==> src/rtl/muldiv_unit_pkg.sv <==
// Shared encodings for the iterative multiply/divide unit.
// Holds the op codes, FSM state codes and the default datapath width.
package muldiv_unit_pkg;

  localparam int DEFAULT_WIDTH = 8;

  localparam logic [1:0] OP_MULTU = 2'b00;
  localparam logic [1:0] OP_DIVU  = 2'b01;
  localparam logic [1:0] OP_MTHI  = 2'b10;
  localparam logic [1:0] OP_MTLO  = 2'b11;

  localparam logic [1:0] ST_IDLE = 2'b00;
  localparam logic [1:0] ST_RUN  = 2'b01;
  localparam logic [1:0] ST_DONE = 2'b10;

  function automatic logic is_iterative(input logic [1:0] op);
    return (op == OP_MULTU) || (op == OP_DIVU);
  endfunction

endpackage

==> src/rtl/muldiv_unit_if.sv <==
// Request/result bundle between the control path and the multiply/divide unit.
interface muldiv_unit_if #(parameter int WIDTH = 8);

  logic             start;
  logic [1:0]       op;
  logic [WIDTH-1:0] a;
  logic [WIDTH-1:0] b;
  logic [WIDTH-1:0] hi;
  logic [WIDTH-1:0] lo;
  logic             busy;
  logic             done;

  modport master (output start, op, a, b, input hi, lo, busy, done);
  modport slave  (input start, op, a, b, output hi, lo, busy, done);

endinterface

==> src/rtl/muldiv_unit_step.sv <==
// One iteration of shift-add multiply or restoring divide on a 2*WIDTH accumulator.
// MULTU accumulator is {partial product, multiplier}; DIVU accumulator is {remainder, quotient}.
module muldiv_step
  import muldiv_unit_pkg::*;
#(
  parameter int WIDTH = DEFAULT_WIDTH
) (
  input  logic [1:0]         op_i,
  input  logic [2*WIDTH-1:0] acc_i,
  input  logic [WIDTH-1:0]   operand_i,
  output logic [2*WIDTH-1:0] acc_o
);

  logic [WIDTH:0]   sum_s;
  logic [WIDTH:0]   rem_sh_s;
  logic [WIDTH-1:0] rem_sub_s;

  // Single-iteration datapath for both operations
  always_comb begin
    sum_s     = {1'b0, acc_i[2*WIDTH-1:WIDTH]} +
                (acc_i[0] ? {1'b0, operand_i} : {(WIDTH+1){1'b0}});
    // The shifted remainder needs one extra bit; the difference always fits WIDTH bits
    rem_sh_s  = acc_i[2*WIDTH-1:WIDTH-1];
    rem_sub_s = rem_sh_s[WIDTH-1:0] - operand_i;
    acc_o     = acc_i;
    case (op_i)
      OP_MULTU: acc_o = {sum_s, acc_i[WIDTH-1:1]};
      OP_DIVU: begin
        if (rem_sh_s >= {1'b0, operand_i}) begin
          acc_o = {rem_sub_s, acc_i[WIDTH-2:0], 1'b1};
        end else begin
          acc_o = {rem_sh_s[WIDTH-1:0], acc_i[WIDTH-2:0], 1'b0};
        end
      end
      default: acc_o = acc_i;
    endcase
  end

endmodule

==> src/rtl/muldiv_unit.sv <==
// Iterative unsigned MULTU/DIVU with HI/LO result registers and MTHI/MTLO writes.
// One bit per cycle; results land in HI/LO only on the final iteration edge.
module muldiv_unit
  import muldiv_unit_pkg::*;
#(
  parameter int WIDTH   = DEFAULT_WIDTH,
  parameter int CNTBITS = 3
) (
  input  logic clk,
  input  logic reset_n,
  muldiv_unit_if.slave bus
);

  logic [1:0]         state_q, state_d;
  logic [CNTBITS-1:0] cnt_q, cnt_d;
  logic [1:0]         op_q, op_d;
  logic [2*WIDTH-1:0] acc_q, acc_d;
  logic [WIDTH-1:0]   opnd_q, opnd_d;
  logic [WIDTH-1:0]   hi_q, hi_d;
  logic [WIDTH-1:0]   lo_q, lo_d;
  logic               busy_q, done_q;
  logic [2*WIDTH-1:0] step_acc_s;

  muldiv_step #(.WIDTH(WIDTH)) u_step (
    .op_i      (op_q),
    .acc_i     (acc_q),
    .operand_i (opnd_q),
    .acc_o     (step_acc_s)
  );

  // Next-state logic: accept in IDLE/DONE, iterate in RUN
  always_comb begin
    state_d = state_q;
    cnt_d   = cnt_q;
    op_d    = op_q;
    acc_d   = acc_q;
    opnd_d  = opnd_q;
    hi_d    = hi_q;
    lo_d    = lo_q;
    case (state_q)
      ST_RUN: begin
        acc_d = step_acc_s;
        if (cnt_q == {CNTBITS{1'b0}}) begin
          hi_d    = step_acc_s[2*WIDTH-1:WIDTH];
          lo_d    = step_acc_s[WIDTH-1:0];
          state_d = ST_DONE;
        end else begin
          cnt_d = cnt_q - CNTBITS'(1);
        end
      end
      ST_IDLE, ST_DONE: begin
        state_d = ST_IDLE;
        if (bus.start && is_iterative(bus.op)) begin
          op_d    = bus.op;
          cnt_d   = CNTBITS'(WIDTH - 1);
          state_d = ST_RUN;
          // Multiplier / dividend sits in the low half; the other operand is held aside
          if (bus.op == OP_MULTU) begin
            acc_d  = {{WIDTH{1'b0}}, bus.b};
            opnd_d = bus.a;
          end else begin
            acc_d  = {{WIDTH{1'b0}}, bus.a};
            opnd_d = bus.b;
          end
        end else if (bus.start && (bus.op == OP_MTHI)) begin
          hi_d = bus.a;
        end else if (bus.start && (bus.op == OP_MTLO)) begin
          lo_d = bus.a;
        end else begin
          state_d = ST_IDLE;
        end
      end
      default: state_d = ST_IDLE;
    endcase
  end

  // State, operand and result registers
  always_ff @(posedge clk or negedge reset_n) begin
    if (!reset_n) begin
      state_q <= ST_IDLE;
      cnt_q   <= {CNTBITS{1'b0}};
      op_q    <= OP_MULTU;
      acc_q   <= {(2*WIDTH){1'b0}};
      opnd_q  <= {WIDTH{1'b0}};
      hi_q    <= {WIDTH{1'b0}};
      lo_q    <= {WIDTH{1'b0}};
      busy_q  <= 1'b0;
      done_q  <= 1'b0;
    end else begin
      state_q <= state_d;
      cnt_q   <= cnt_d;
      op_q    <= op_d;
      acc_q   <= acc_d;
      opnd_q  <= opnd_d;
      hi_q    <= hi_d;
      lo_q    <= lo_d;
      busy_q  <= (state_d == ST_RUN);
      done_q  <= (state_d == ST_DONE);
    end
  end

  assign bus.hi   = hi_q;
  assign bus.lo   = lo_q;
  assign bus.busy = busy_q;
  assign bus.done = done_q;

endmodule

==> src/flat_wrapper.sv <==
// flat-port wrapper written by rule: the top's interface ports become plain ports
module muldiv_unit_flat import muldiv_unit_pkg::*;
#(
  parameter int WIDTH   = DEFAULT_WIDTH,
  parameter int CNTBITS = 3
)
  (clk, reset_n, bus_start, bus_op, bus_a, bus_b, bus_hi, bus_lo, bus_busy, bus_done);
  muldiv_unit_if #(.WIDTH(WIDTH)) bus_i ();
  input  logic clk;
  input  logic reset_n;
  input wire logic [$bits(bus_i.start)-1:0] bus_start;
  input wire logic [$bits(bus_i.op)-1:0] bus_op;
  input wire logic [$bits(bus_i.a)-1:0] bus_a;
  input wire logic [$bits(bus_i.b)-1:0] bus_b;
  output wire logic [$bits(bus_i.hi)-1:0] bus_hi;
  output wire logic [$bits(bus_i.lo)-1:0] bus_lo;
  output wire logic [$bits(bus_i.busy)-1:0] bus_busy;
  output wire logic [$bits(bus_i.done)-1:0] bus_done;
  assign bus_i.start = bus_start;
  assign bus_i.op = bus_op;
  assign bus_i.a = bus_a;
  assign bus_i.b = bus_b;
  assign bus_hi = bus_i.hi;
  assign bus_lo = bus_i.lo;
  assign bus_busy = bus_i.busy;
  assign bus_done = bus_i.done;
  muldiv_unit #(.WIDTH(WIDTH), .CNTBITS(CNTBITS)) u_core (.clk(clk), .reset_n(reset_n), .bus(bus_i));
endmodule
==> config.mk <==
export PLATFORM = sky130hd
export DESIGN_NAME = muldiv_unit_flat
export DESIGN_NICKNAME = d
export VERILOG_FILES = /design/src/rtl/muldiv_unit_pkg.sv /design/src/rtl/muldiv_unit_if.sv /design/src/rtl/muldiv_unit_step.sv /design/src/rtl/muldiv_unit.sv /design/src/flat_wrapper.sv
export SDC_FILE = /design/constraint.sdc
export NUM_CORES = 1
export LEC_CHECK = 0
export BUFFER_PORTS_ARGS = -buffer_cell sky130_fd_sc_hd__buf_2
export CORE_UTILIZATION = 60
export CTS_BUF_LIST = sky130_fd_sc_hd__clkbuf_2
export CTS_CLUSTER_DIAMETER = 50
export DETAILED_ROUTE_END_ITERATION = 12
export GPL_ROUTABILITY_DRIVEN = 0
export PLACE_DENSITY = 0.82
export SLEW_MARGIN = 20
export SYNTH_ARGS = -nofsm -noshare
export SYNTH_HDL_FRONTEND = slang
export SYNTH_SLANG_ARGS = --single-unit
==> constraint.sdc <==
create_clock -name clk -period 2.9 [get_ports clk]
set_clock_uncertainty 0.15 [all_clocks]
set_input_delay 0 -clock clk [delete_from_list [all_inputs] [get_ports clk]]
set_output_delay 0 -clock clk [all_outputs]
set_load 0.01 [all_outputs]
==> flow_summary.toml, run 1 <==
[run_status]
status = "finished, final reports clean"

[global_routing]
grt_use_met3 = 0.06347
met1_usage = 0.4647
busiest_layer = "met2"
grt-ovfl-total = 0
use_met2 = 0.5682
grt_max_degree = 50
grt_usage = 0.3464
antenna_found_initial = 0
grt_pass1_wl_um = 15700
grt_pass1_vias = 3154

[floorplan]
dieArea_um2 = 5787
start_util = 0.6325
die_x_um = 76.07
ios = 39
die_y_um = 76.07
fp.coreArea_um2 = 5205
std_cell_rows = 26

[timing]
finalHoldViolations = 0
worstMarginPinSlew_ns = 0.8252
setup_viol = 0
slew_headroom = 0.4473
fmax_mhz = 356.0
period_share = 0.9687
hold_ws_ns = 0.08801
period_minus_slack_ns = 2.809
slew_viol_final = 0

[clock_tree]
h-tree-depth = 2
cts.sinks = 49
numCtsBuffers = 5
clockBufferDepth = 2
cts_tree = "yes"
cts-root-buf = "clkbuf_2"
clk-insertion-delay-late_ns = 0.46
clkTransAtPathRegs_ns = 0.27

[placement]
portBuffers = 38
dp.cells = 482
hpwl_um = 6578

[synth]
synthXorXnorAreaFrac = 0.02395
synthMuxAreaShare = 0.05549
ys_seq_area_frac = 0.3725
synthesis.nets = 424
ys_async_sr_fraction = 1.000
synth_top_flop_cell = "dfrtp_1"
yosysWarnings = 0
synth.avg_cell_area_um2 = 8.595
yosysUniqueCellTypes = 49
synth_top_family_by_area = "compound AO/OA/AOI/OAI gates"
synth_cells = 383
synth-compound-area-share = 0.2733
synth_fa_ha_area_frac = 0.08058
synth-seq-cells = 49
synth_area_um2 = 3292
yosys.area_share.simple = 0.1448
synth_edf_count = 0

[final_layout]
layout_commonest_cell = "dfrtp_1"
drive_gt1_frac = 0.1681
fin_cells = 522
nNetsFinal = 492
area_growth_pct = 20.11
final_cell_mix = "dfrtp_1, nand2_1, a21oi_1, o21ai_0, buf_2"
final_core_util = 0.7596
antenna_cells = 0

[detailed_routing]
viasPerCell = 6.362
detail-route-antenna-nets = 0
drt_wl_total_um = 9915
vias = 3321
drt_drc_violations_left = 0
drt_iter0_markers = 456
wl_per_cell_um = 18.99
drt-pass1-iter-count = 5

[power]
p_clk_frac = 0.061
powerDensity_nw_per_um2 = 1191
p_leak_uw = 0.001937
finalPower_uw = 4710
p_int_uw = 2394
vdd_drop_max_v = 0.0006927
p_comb_frac = 0.666
p_sw_uw = 2316
power.share.switching = 0.4918
seq_power_share = 0.274

[min_path]
hp-class = "in -> reg"
hold_path_depth = 5

[setup_path]
critPathArrivalTime_ns = 3.00
cp_max_fo = 6
cp-end-kind = "flip-flop"
path_class = "reg -> reg"
worstPathRequired_ns = 3.09
start_kind = "flip-flop"
r2r_cells = 9

[flow_run]
maxCapViolCount = 0
## per-stage QoR
stage | cell area [um^2] | setup slack, ns | setup TNS [ns]
after floorplan | 3292 | 0.3648 | 0
after global placement | 3572 | 0.05164 | 0
final | 3954 | 0.09073 | 0
after CTS | 3886 | 0.01376 | 0
after detailed placement | 3575 | -0.02340 | -0.02340
after global routing | 3954 | -0.04408 | -0.05825
## sequential cells by signal, summed over array words and instances (netlist names)
name             count
u_core.bus.hi        8
u_core.cnt_q         3
u_core.bus.busy      1
u_core.acc_q        16
u_core.op_q          2
u_core.bus.done      1
u_core.opnd_q        8
u_core.bus.lo        8
u_core.state_q       2
## cells in the mapped netlist (3+ instances only)
library cell   n  area (um^2)
nand3_1        5        25.02
a221o_1        3        30.03
nor2_1        19        71.32
o21a_1         3        22.52
a211oi_1       5        37.54
xnor2_1        5        43.79
xor2_1         4        35.03
inv_1         20        75.07
ha_1          18        225.2
mux2i_1       16        160.2
nor2b_1        8        50.05
a21oi_1       42        210.2
nand2b_1       8        50.05
o21ai_0       40        200.2
o32ai_1        8        70.07
o211ai_1       3        22.52
and2_1         7        43.79
a21o_1        11        82.58
nor3_1         5        25.02
a31oi_1        5        31.28
dfrtp_1       49         1226
nand2_1       46        172.7
a211o_1        3        26.28
clkbuf_1      18        67.56
## kinds of logic after synthesis
| group | Yosys count |
|---|---|
| simple gates | 104 |
| flops | 49 |
| xor+xnor | 9 |
| mux | 18 |
| compound gates | 142 |
| fa+ha+maj | 20 |
| buf+inv | 41 |
## cell type report
type	count	area [um^2]
well taps	70	87.58
clock buffers	6	30.03
flip-flops and latches	49	1229
fillers	389	1251
repair buffers	82	593.1
inverters	20	75.07
multi-input cells	293	1929
clock inverters	2	10.01
## power groups by stage
| stage | Sequential [uW] | Clock [uW] | Combinational [uW] |
|---|---|---|---|
| after floorplan | 1230 | 0 | 2140 |
| after global placement | 1270 | 0 | 2780 |
| after detailed placement | 1290 | 0 | 2860 |
| after CTS | 1280 | 281 | 2920 |
| after global routing | 1310 | 315 | 3440 |
| final | 1290 | 285 | 3140 |
## worst max-delay path: stages, from the launching register on
cell     delay [ns]
dfrtp_2        0.49
buf_4          0.17
and2_1         0.14
ha_1           0.35
a21o_1         0.19
a221o_1        0.38
xor2_1         0.15
a221o_1        0.33
a31oi_2        0.25
o21ai_0        0.13
## repair_timing
item,CTS,global route
pin swaps,0,1
hold buffers,27,1
hold endpoints to repair,82,49
resized for setup,1,6
buffers inserted,0,4
setup endpoints to repair,2,6
## final timing paths
check	from	end	slack (ns)
min in group asynchronous	reset_n	u_core.state_q[0]	0.48
max reg2reg	u_core.acc_q[0]	u_core.acc_q[13]	0.09
min reg2reg	u_core.bus.lo[6]	u_core.bus.lo[6]	0.37
min	bus_start	u_core.bus.busy	0.09
max	u_core.acc_q[0]	u_core.acc_q[13]	0.09
max in group asynchronous	reset_n	u_core.acc_q[0]	1.63
## layer usage
metal | routed length (um) | part of all wire
met1 | 4090 | 0.41
met2 | 4645 | 0.47
met3 | 957 | 0.097
met4 | 222 | 0.022
met5 | 0 | 0
Note: power is estimated with default switching activity, not from simulation.
==> run 2, diff against run 1 <==
PLACE_DENSITY = 0.81   (was 0.82)
SYNTH_HIERARCHICAL = 1   (was unset)
==> run 2 against run 1 <==
  * The run now ends with negative hold slack left
  * Area after synthesis rose by 9.3%
  * Clock-buffer cell count rose by 1
  * Non-clock buffer count rose by 7
  * Wire length rose by 0.62%
  * Synthesized cell count rose by 1.8%
  * Hold slack got worse by 0.13 ns
  * Core utilization rose by 0.086 points
  * Final cell count rose by 3.3%
  * Critical path depth rose by 3
  * Sequential share of layout area fell by 2.4 points
  * Highest routed layer unchanged
==> flow_summary.toml, run 2 <==
[setup_path]
cp_max_fo = 8
start_kind = "flip-flop"
worstPathRequired_ns = 3.11
path_class = "reg -> reg"
critPathArrivalTime_ns = 3.07
cpPeakStageDelay_ns = 0.50
critical_path.top_delay_family = "compound AO/OA/AOI/OAI gates"
cp-end-kind = "flip-flop"
path_buf_inv = 2
cpMaxStageDelayCell = "dfrtp_2"
crit_path_cell_trace = "buf_4 -> and2_1 -> ha_1 -> o21ai_1 -> a21oi_2 -> o2111a_1 -> a221oi_1 -> o311ai_1 -> buf_4 -> nand2_1 -> nand2_1 -> mux2_2"

[power]
p_leak_uw = 0.002088
seq_power_share = 0.255
p_int_uw = 2689
vdd_drop_max_v = 0.0006249
p_clk_frac = 0.060
p_sw_uw = 2378
power.share.switching = 0.4693
finalPower_uw = 5067
powerDensity_nw_per_um2 = 1181
p_comb_frac = 0.685

[placement]
hpwl_um = 6450
portBuffers = 38
dp.cells = 492

[timing]
hold_ws_ns = -0.03715
slew_headroom = 0.4669
period_minus_slack_ns = 2.857
worstMarginPinSlew_ns = 0.7996
finalHoldViolations = 21
fmax_mhz = 350.0
period_share = 0.9852
slew_viol_final = 0
fin_setup_tns_ns = 0
setup_viol = 0

[detailed_routing]
vias = 3269
drt-pass1-iter-count = 8
wl_per_cell_um = 18.51
drt_iter0_markers = 322
drt_drc_violations_left = 0
viasPerCell = 6.065
detail-route-antenna-nets = 0
drt_wl_total_um = 9976

[clock_tree]
cts.sinks = 49
numCtsBuffers = 5
h-tree-depth = 2
clkTransAtPathRegs_ns = 0.29
clk-insertion-delay-late_ns = 0.45
cts-root-buf = "clkbuf_2"
cts_tree = "yes"
clockBufferDepth = 2

[final_layout]
layout_commonest_cell = "nand2_1"
largest_reg_flops = 16
top_register = "u_core/acc_q"
final_cell_mix = "nand2_1, dfrtp_1, buf_2, dlygate4sd3_1, mux2i_1"
area_growth_pct = 19.27
final_core_util = 0.7605
antenna_cells = 0
drive_gt1_frac = 0.2206
nNetsFinal = 507
fin_cells = 539

[synth]
yosys-top-cells-area = "dfrtp_1, nand2_1, mux2i_1, ha_1, mux2_2"
yosysMostFrequentCell = "nand2_1"
synthesis.nets = 431
synth_top_cell_area_share = 0.3409
yosysWarnings = 6
yosys.area.top_type = "dfrtp_1"
synth_top_flop_cell = "dfrtp_1"
synth_edf_count = 0
yosysUniqueCellTypes = 59
synth_area_um2 = 3597
ys_async_sr_fraction = 1.000
ys_seq_area_frac = 0.3409
synth-seq-cells = 49
synth_cells = 390
synth.avg_cell_area_um2 = 9.224
synth_common_cells = "nand2_1, dfrtp_1, mux2i_1"

[global_routing]
grt-ovfl-total = 0
antenna_found_initial = 0
grt_usage = 0.3179
grt_max_degree = 40
grt_pass1_vias = 3291
grt_pass1_wl_um = 15440

[floorplan]
dieArea_um2 = 6309
std_cell_rows = 27
start_util = 0.6376
ios = 39
fp.coreArea_um2 = 5642
die_y_um = 79.43
die_x_um = 79.43

[flow_run]
maxCapViolCount = 0

[min_path]
hp-class = "in -> async"

[run_status]
status = "complete, but fails checks"
violations = "negative hold slack"
## run 2: cell types whose count changed in the layout (fill, tap and decap cells not counted), sizes merged, moves of 7 or more
| cell | change |
|---|---|
| a21oi | -36 |
| dlygate4sd3 | +7 |
| mux2 | +23 |
| mux2i | +13 |
| nand2 | +38 |
| nand2b | +9 |
| nand3 | +7 |
| nor2 | -11 |
| o21ai | -13 |
| o32ai | -8 |
## run 2: cells by family after synthesis
group                      Yosys count  share of synthesized area
DFF                                 49                     0.3409
muxes                               54                     0.1683
adders and majority gates           20                    0.07374
xor gates and xnor gates             8                    0.01948
AOI/OAI and AO/OA                   78                     0.1524
and+or+nand+nor                    144                     0.1910
buffers and inverters               37                    0.05426
## run 2: through the flow
step                      setup slack [ns]  area, um^2
after floorplan                     0.2882        3597
after global placement             0.06830        3836
after detailed placement          -0.02208        3836
after CTS                          0.01813        4220
after global routing              -0.03346        4290
final                              0.04283        4290
## run 2: cell type report
cell class | instances | area (um^2)
multi-input cells | 304 | 2202
fillers | 375 | 1351
flip-flops and latches | 49 | 1231
repair buffers | 89 | 660.6
well taps | 72 | 90.09
inverters | 17 | 63.81
clock buffers | 7 | 35.03
clock inverters | 1 | 7.507
## run 2: worst register-to-register path: stages, from the launching register on
cell and delay [ns]:
dfrtp_2 0.50, buf_4 0.17, and2_1 0.17, ha_1 0.34, o21ai_1 0.23, a21oi_2 0.08
o2111a_1 0.23, a221oi_1 0.22, o311ai_1 0.15, buf_4 0.16, nand2_1 0.05, nand2_1 0.06
mux2_2 0.26
## run 2: routing by layer
metal / share of wire / track usage
met5: 0 / 0
met4: 0.029 / 0.1345
met3: 0.076 / 0.05600
met2: 0.49 / 0.5316
met1: 0.40 / 0.4018
## run 2: power by group through the flow
stage	logic [uW]	clock network, uW	registers (uW)
after floorplan	2310	0	1280
after global placement	2980	0	1290
after detailed placement	3080	0	1310
after CTS	3210	292	1300
after global routing	3770	332	1320
final	3470	303	1290
## run 2: timing repair
action / in CTS / in global routing
resized for setup: 1 / 13
hold endpoints to repair: 66 / 3
setup buffers: 0 / 4
setup endpoints to repair: 1 / 11
hold buffers: 34 / 1
pin swaps: 0 / 3
## run 2: worst paths after layout
path | startpoint | to | slack, ns | depth (start not counted)
max in group asynchronous | reset_n | u_core/acc_q[0] | 1.89 | 3
hold / removal | reset_n | u_core/acc_q[11] | -0.04 | 2
hold reg to reg | u_core/cnt_q[2] | u_core/bus.done | 0.37 | 1
setup / recovery | u_core/acc_q[0] | u_core/bus.hi[7] | 0.04 | 12
setup reg to reg | u_core/acc_q[0] | u_core/bus.hi[7] | 0.04 | 12
min in group clk | bus_start | u_core/acc_q[0] | -0.03 | 4
==> run 3, diff against run 2 <==
clock period = 2.7 ns   (was 2.9 ns; I/O delays follow)
==> run 3 against run 2 <==
  * The run ends with negative setup slack left
  * Combinational power grew 44%
  * Critical path depth is the same
  * Die area is the same
  * Final cell count grew 5.4%
  * Core utilization grew 8.4 points
  * Wire length grew 30%
  * Clock power grew 14%
  * First-iteration DRC count grew 57%
  * Largest cell class unchanged
  * Largest power group unchanged
  * Highest routed layer is now met5
==> flow_summary.toml, run 3 (same netlist as run 2, synthesis figures left out) <==
[run_status]
status = "complete, but fails checks"
violations = "negative setup slack"

[detailed_routing]
vias = 3727
drt_drc_violations_left = 0
detail-route-antenna-nets = 0
viasPerCell = 6.562
drt-pass1-iter-count = 5
wl_per_cell_um = 22.91
drt_iter0_markers = 507
drt_wl_total_um = 13010

[flow_run]
maxCapViolCount = 0

[timing]
period_minus_slack_ns = 2.953
fmax_mhz = 338.6
setup_viol = 14
grt_setup_unrepaired = "true"
fin_setup_tns_ns = -1.798
finalHoldViolations = 0
worstMarginPinSlew_ns = 0.8998
slew_viol_final = 0
slew_headroom = 0.3982
setup_ws_ns = -0.2531
period_share = 1.094

[final_layout]
largest_reg_flops = 16
antenna_cells = 0
final_cell_mix = "nand2_1, dfrtp_1, buf_4, buf_2, dlygate4sd3_1"
area_growth_pct = 32.49
layout_commonest_cell = "nand2_1"
drive_gt1_frac = 0.3387
top_register = "u_core/acc_q"
nNetsFinal = 536
nFillCells = 299
stdcell_area_um2 = 4766

[global_routing]
grt-ovfl-total = 0
grt_use_met3 = 0.09829
grt_pass1_wl_um = 18420
busiest_layer = "met2"
met1_usage = 0.4199
grt_usage = 0.3929
grt_pass1_vias = 3673
antenna_found_initial = 1
use_met2 = 0.6692
grt_max_degree = 42

[clock_tree]
clk-insertion-delay-late_ns = 0.46
clkTransAtPathRegs_ns = 0.31
cts.sinks = 49
h-tree-depth = 2
cts_tree = "yes"
cts-root-buf = "clkbuf_2"
clockBufferDepth = 2
numCtsBuffers = 5

[power]
powerDensity_nw_per_um2 = 1418
vdd_drop_max_v = 0.001029
p_leak_uw = 0.002284

[floorplan]
std_cell_rows = 27
die_y_um = 79.43
dieArea_um2 = 6309
ios = 39
fp.coreArea_um2 = 5642
start_util = 0.6376
die_x_um = 79.43

[setup_path]
path_class = "reg -> reg"
cp_max_fo = 8
cp-end-kind = "flip-flop"
critPathArrivalTime_ns = 3.21
worstPathRequired_ns = 2.95
start_kind = "flip-flop"

[placement]
dp_slack_ns = -0.2296
post_dp_cell_area_um2 = 3934
hpwl_um = 7185
portBuffers = 38

[min_path]
hp-class = "in -> reg"
==> run 3: cell count changes in the layout (fill, tap and decap cells not counted), moves of 4 or more <==
cell	before	now
nand2_2	0	4
a21oi_2	1	6
a21oi_1	6	1
inv_2	0	4
ha_4	0	7
inv_1	17	13
buf_4	16	45
ha_1	17	10
nand2_1	84	80
==> run 3: metal layers <==
layer | vias up | routed length (um)
li1 | 1574 | -
met2 | 283 | 6382
met4 | 2 | 978
met1 | 1771 | 4482
met3 | 97 | 1153
met5 | - | 14
==> run 3: final timing paths <==
path                             startpoint               end  slack [ns]  cells past startpoint
min reg2reg                 u_core/cnt_q[2]   u_core/bus.done        0.36                      1
max reg2reg                u_core/opnd_q[1]  u_core/bus.hi[1]       -0.25                     12
max in group asynchronous           reset_n  u_core/bus.hi[7]        0.75                      4
min                               bus_op[1]  u_core/bus.hi[0]        0.01                      3
min in group asynchronous           reset_n  u_core/acc_q[15]        0.44                      4
max                        u_core/opnd_q[1]  u_core/bus.hi[1]       -0.25                     12
==> run 3: timing repair <==
item,4_1_cts,5_1_grt
hold buffers,34,0
buffers inserted,10,11
pin swaps,7,17
setup endpoints to repair,12,14
hold endpoints to repair,82,0
resized for setup,24,37
==> run 3: cell type report <==
cell class	instances	area, um^2	share of cell area
repair buffers	118	883.3	0.1854
multi-input cells	304	2456	0.5154
flip-flops and latches	49	1229	0.2578
clock buffers	6	30.03	0.006301
inverters	17	63.81	0.01339
well taps	72	90.09	0.01890
clock inverters	2	13.76	0.002888
==> run 3: where the power goes <==
part	leakage [uW]	switching [uW]	total (uW)	internal, uW
sequential	0.000604	333	1410	1070
combinational	0.00165	2660	5010	2350
clock	0.0000334	275	346	70.9
==> run 3: worst max-delay path, cell delays in order, from the launching register on <==
cell and delay [ns]:
dfrtp_1 0.56, inv_2 0.10, ha_4 0.23, nor2b_4 0.14, o21ai_4 0.16, nand3_4 0.12
a41oi_4 0.32, buf_8 0.21, mux2i_1 0.25, o211ai_1 0.19, nand2_1 0.13, nand2_1 0.06
mux2_2 0.27
==> run 3: per-stage QoR <==
stage | util | cells | hold WS [ns] | total power (uW)
6_report | 0.8448 | 568 | 0.01366 | 6758
2_1_floorplan | - | 390 | -0.4456 | 3852
4_1_cts | 0.7973 | 557 | 0.001031 | 5736
3_5_place_dp | 0.6973 | 505 | -0.1696 | 4917
3_3_place_gp | 0.6973 | 505 | -0.1719 | 4744
5_1_grt | 0.8448 | 568 | 0.006349 | 7030
